===== src/rtl/mc_controller.sv =====
// Multicycle MIPS control unit: Moore FSM sequencing fetch/decode/execute/
// write-back, combinational ALU decode, and a retired-instruction counter.
module mc_controller #(
  parameter int CNT_W = 32
) (
  input  logic             clk,
  input  logic             reset,
  input  logic [5:0]       op,
  input  logic [5:0]       funct,
  input  logic             zero,
  output logic             pcen,
  output logic             iord,
  output logic             memwrite,
  output logic             irwrite,
  output logic             regdst,
  output logic             memtoreg,
  output logic             regwrite,
  output logic             alusrca,
  output logic [1:0]       alusrcb,
  output logic [1:0]       pcsrc,
  output logic [2:0]       alucontrol,
  output logic [3:0]       state,
  output logic [CNT_W-1:0] instret
);
  localparam logic [3:0] FETCH   = 4'd0,  DECODE  = 4'd1,  MEMADR = 4'd2,
                         MEMRD   = 4'd3,  MEMWB   = 4'd4,  MEMWR  = 4'd5,
                         RTYPEEX = 4'd6,  RTYPEWB = 4'd7,  BEQEX  = 4'd8,
                         ADDIEX  = 4'd9,  ADDIWB  = 4'd10, JEX    = 4'd11;

  localparam logic [5:0] OP_LW = 6'b100011, OP_SW   = 6'b101011,
                         OP_RT = 6'b000000, OP_BEQ  = 6'b000100,
                         OP_J  = 6'b000010, OP_ADDI = 6'b001000;

  typedef struct packed {
    logic       pcwrite;
    logic       branch;
    logic       iord;
    logic       memwrite;
    logic       irwrite;
    logic       regdst;
    logic       memtoreg;
    logic       regwrite;
    logic       alusrca;
    logic [1:0] alusrcb;
    logic [1:0] pcsrc;
    logic [1:0] aluop;
  } ctrl_t;

  logic [3:0] cur, nxt;
  ctrl_t      c;
  logic       legal_op, retire;

  always_ff @(posedge clk or negedge reset)
    if (!reset) cur <= FETCH;
    else        cur <= nxt;

  always_comb begin
    legal_op = 1'b1;
    case (op)
      OP_LW, OP_SW, OP_RT, OP_BEQ, OP_J, OP_ADDI: legal_op = 1'b1;
      default:                                    legal_op = 1'b0;
    endcase
  end

  always_comb begin
    nxt = FETCH;
    case (cur)
      FETCH:   nxt = DECODE;
      DECODE:
        case (op)
          OP_LW, OP_SW: nxt = MEMADR;
          OP_RT:        nxt = RTYPEEX;
          OP_BEQ:       nxt = BEQEX;
          OP_ADDI:      nxt = ADDIEX;
          OP_J:         nxt = JEX;
          default:      nxt = FETCH;
        endcase
      MEMADR:  nxt = (op == OP_LW) ? MEMRD : MEMWR;
      MEMRD:   nxt = MEMWB;
      RTYPEEX: nxt = RTYPEWB;
      ADDIEX:  nxt = ADDIWB;
      default: nxt = FETCH;
    endcase
  end

  // An unknown opcode retires as a NOP straight out of DECODE.
  always_comb begin
    retire = 1'b0;
    case (cur)
      MEMWB, MEMWR, RTYPEWB, ADDIWB, BEQEX, JEX: retire = 1'b1;
      DECODE:                                    retire = !legal_op;
      default:                                   retire = 1'b0;
    endcase
  end

  always_ff @(posedge clk or negedge reset)
    if (!reset)      instret <= '0;
    else if (retire) instret <= instret + 1'b1;

  always_comb begin
    c = '0;
    case (cur)
      FETCH:   begin c.irwrite = 1'b1; c.alusrcb = 2'b01; c.pcwrite = 1'b1; end
      DECODE:  c.alusrcb = 2'b11;
      MEMADR:  begin c.alusrca = 1'b1; c.alusrcb = 2'b10; end
      MEMRD:   c.iord = 1'b1;
      MEMWB:   begin c.regwrite = 1'b1; c.memtoreg = 1'b1; end
      MEMWR:   begin c.iord = 1'b1; c.memwrite = 1'b1; end
      RTYPEEX: begin c.alusrca = 1'b1; c.aluop = 2'b10; end
      RTYPEWB: begin c.regwrite = 1'b1; c.regdst = 1'b1; end
      BEQEX:   begin
        c.alusrca = 1'b1; c.aluop = 2'b01; c.pcsrc = 2'b01; c.branch = 1'b1;
      end
      ADDIEX:  begin c.alusrca = 1'b1; c.alusrcb = 2'b10; end
      ADDIWB:  c.regwrite = 1'b1;
      JEX:     begin c.pcsrc = 2'b10; c.pcwrite = 1'b1; end
      default: c = '0;
    endcase
  end

  // Write strobes are gated by reset so nothing commits while it is held.
  assign pcen     = reset & (c.pcwrite | (c.branch & zero));
  assign irwrite  = reset & c.irwrite;
  assign regwrite = reset & c.regwrite;
  assign memwrite = reset & c.memwrite;
  assign iord     = c.iord;
  assign regdst   = c.regdst;
  assign memtoreg = c.memtoreg;
  assign alusrca  = c.alusrca;
  assign alusrcb  = c.alusrcb;
  assign pcsrc    = c.pcsrc;
  assign state    = cur;

  always_comb begin
    alucontrol = 3'b010;
    case (c.aluop)
      2'b01: alucontrol = 3'b110;
      2'b10:
        case (funct)
          6'b100000: alucontrol = 3'b010;
          6'b100010: alucontrol = 3'b110;
          6'b100100: alucontrol = 3'b000;
          6'b100101: alucontrol = 3'b001;
          6'b101010: alucontrol = 3'b111;
          default:   alucontrol = 3'b000;
        endcase
      default: alucontrol = 3'b010;
    endcase
  end
endmodule


===== config.mk =====
export PLATFORM = sky130hd
export DESIGN_NAME = mc_controller
export DESIGN_NICKNAME = d
export VERILOG_FILES = /design/src/rtl/mc_controller.sv
export SDC_FILE = /design/constraint.sdc
export NUM_CORES = 1
export LEC_CHECK = 0
export CAP_MARGIN = 20
export CORE_MARGIN = 8
export CORE_UTILIZATION = 35
export CTS_BUF_LIST = sky130_fd_sc_hd__clkbuf_16
export DETAILED_ROUTE_END_ITERATION = 10
export SLEW_MARGIN = 20
export SYNTH_ARGS = -nofsm -noshare
export SYNTH_HDL_FRONTEND = slang
export SYNTH_SLANG_ARGS = --single-unit

===== constraint.sdc =====
create_clock -name clk -period 5.85 [get_ports clk]
set_input_delay 1.17 -clock clk [delete_from_list [all_inputs] [get_ports clk]]
set_output_delay 1.17 -clock clk [all_outputs]
set_load 0.03 [all_outputs]

==> impl_results.md <==
- Vias in the first global route: 1849
- Ant diodes: 0
- Pwr Density: 321.6 mW/mm^2
- Pre-antenna DRT Iters: 4
- Critical path startpoint: funct[1]
- Sequential-to-total area share from yosys stat: 0.4319
- Peak fanout along the critical path: 4
- Core footprint: 0.005851 sq mm
- Post-cts sizing count: 0
- Final Skew: 4.896 ps
- WP data arrival: 2820 ps
- CP startpoint kind: input port
- Synth top area cells: dfrtp_1 (43%), xor2_1 (7.6%), xnor2_1 (6.7%), nand4_1 (5.1%), nand2_1 (4.1%)
- CTS buffer count: 5
- Setup CP Type: in2out
- Worst R2R End: instret[16]$_DFFE_PN0P_
- Hpwl dp: 3.860 mm
- Layout cells sized above 1: 0.03546
- Fmax: 250.6 MHz
- Reg2Reg Setup Slack: 3300 ps
- Depth of the CTS H-tree: 2
- Area of the multi-input gates: 0.001109 sq mm
- Ports: 66
- DR DRC count: 0
- Max_slew headroom: 0.4355
- Outcome: finished, final reports clean
- R2R depth: 5
- DRT iter0 DRCs: 83
- Share of flip-flops with an asynchronous set or reset: 1.000
- Vias per Instance: 5.176
- Starting density of the core: 0.3565
- Total GRT Usage: 0.1300
- EDFF count, synth: 0
- CTS tree: built
- Die area: 0.008685 sq mm
- Routed wire per std cell: 14.91 um
- First-pass GRT wire length: 9.259 mm
- Post-synthesis cell count: 219
- Max cap viols: 0
- RSZ-0062 raised after global routing: false
- Fin area: 0.002913 sq mm
- # fillers: 555
- Post-route ant nets: 0
- Final Hold Viols: 0
- Peak supply drop: 237.5 uV
- Worst slack, placed: 1845 ps
- Synth-to-layout area growth: 39.65%
- Final Cycle Share: 0.6820
- Setup TNS: 0 ps
- Placed Cells: 350
- Die W: 93.20 um
- Clock transition at path regs: 50 ps
- Yosys top cell area share: 0.4319
- Register Area: 900.9 sq um
- Post-synthesis register bit count: 36
- Hold buffer count at CTS: 0
- Total wire length: 5.324 mm
- PortBufs: 65
- Max Used Layer: met4
- Placed Area: 0.002779 sq mm
- Met3 wire len: 292 um
- CP Capture Point: alucontrol[0]
- Total power: 0.9366 mW
- Count leader, synth: dfrtp_1
- GRT overflow: 0
- Post-Syn Area: 0.002086 sq mm
- Top_reg_cell synth: dfrtp_1
- Required time worst endpoint: 4680 ps
- Final Max Tran Viols: 0
- Final Non-Filler Cells: 357
- P_leak: 1.067 nW
- Met2 WL: 2.493 mm
- Sink Count: 36
- Routed vias: 1848
- Tmin final: 3990 ps
- Post-synth top area cell: dfrtp_1
- # setup viols final: 0
- Setup ws final: 1860 ps
- Antenna violations before repair: 0
- Final GP Congestion: 0.7044
- Final nets: 300
- Largest net degree at the start of global routing: 41
- Count of cell types in the netlist: 37
- Clk Latency, worst-skew pair: 280 ps
- Reg2reg start: state[1]$_DFF_PN0_
- Num rows: 28
- Post-CTS Setup Inserts: 0
- DRT met1 WL: 2.446 mm
- CTS Root Cell: clkbuf_16
- DIE HEIGHT: 93.20 um
- Number of synthesis warnings: 0
- Crit end category: primary output
- Worst hold path type: reg2reg
- Clock Tree Buf Depth: 2
- Least-Margin Pin Slew: 846.7 ps
- Synthesized Nets: 237
- Post-Syn Area per Cell: 9.524 sq um
- Most frequent cells after synthesis: dfrtp_1 (36), nand2_1 (23), xor2_1 (18)
==> cells in the final DEF, fill, tap and decap left out, types with 2 or more instances in the layout <==
cell type        netlist  layout
a211oi_1               2       2
ha_1                   3       3
clkbuf_16              0       5
clkdlybuf4s50_1        0      64
and4_1                 3       3
nand4_1               17      17
and3_1                 8       8
xnor2_1               16      16
nand2b_1               5       5
dfrtp_1               36      36
o21ai_0                4       4
nor4_1                10      10
a31oi_1                2       2
nor4_4                 2       2
nor3_1                11      11
xor2_1                18      18
nand3_1                7       7
nand2_1               23      23
nor4b_1                2       2
or3_1                  2       2
nor2b_1                5       5
nor2_1                11      11
a21oi_1                4       4
inv_1                  6       7
==> cells by family (layout without fill, tap and decap cells) <==
group                    Yosys count  after routing  share of synthesized area
XOR/XNOR                          34             34                     0.1428
flip-flops                        36             36                     0.4319
adder cells (fa/ha/maj)            3              3                    0.01800
AND/OR/NAND/NOR                  110            110                     0.3023
buffers and inverters             16             79                    0.03659
AO/OA/AOI/OAI                     20             20                    0.06839
==> metrics by stage <==
step / util / hold slack [ps]
after floorplan: - / 648.6
after global placement: 0.4750 / 461.8
after detailed placement: 0.4750 / 463.7
after CTS: 0.4979 / 470.7
after global routing: 0.4979 / 500.4
final: 0.4979 / 471.9
==> report_power, final <==
group / internal (mW) / total (mW) / switching, mW
Sequential: 0.276 / 0.335 / 0.0586
Combinational: 0.142 / 0.358 / 0.216
Clock: 0.153 / 0.244 / 0.0912
==> flip-flops by register name, summed over array words and instances (netlist names) <==
signal,flops
state,4
instret,32
==> routing by layer <==
layer,vias up,track usage
met5,-,0
met4,0,0.04430
met2,43,0.2030
li1,919,-
met3,9,0.03526
met1,877,0.1691
==> worst max-delay path, cell delays in order <==
cell	delay, ps
clkdlybuf4s50_1	460
nor4bb_1	330
a31oi_1	70
nor2b_1	110
clkdlybuf4s50_1	680
==> how the worst min path moves through the flow <==
stage	start	end	slack, ps	depth (start not counted)
after CTS	instret[31]$_DFFE_PN0P_	instret[31]$_DFFE_PN0P_	470	1
final	instret[31]$_DFFE_PN0P_	instret[31]$_DFFE_PN0P_	470	1
after global routing	instret[31]$_DFFE_PN0P_	instret[31]$_DFFE_PN0P_	500	1
after floorplan	instret[31]$_DFFE_PN0P_	instret[31]$_DFFE_PN0P_	650	1
after detailed placement	instret[31]$_DFFE_PN0P_	instret[31]$_DFFE_PN0P_	460	1
after global placement	instret[31]$_DFFE_PN0P_	instret[31]$_DFFE_PN0P_	460	1
==> final cells by class <==
class	instances	share of cell area
Clock inverter	2	0.003007
Clock buffer	5	0.04296
Sequential cell	36	0.3093
Tap cell	75	0.03222
Inverter	6	0.007732
Multi-Input combinational cell	167	0.3806
Timing Repair Buffer	66	0.2242
Note: power is estimated with default switching activity, not from simulation.
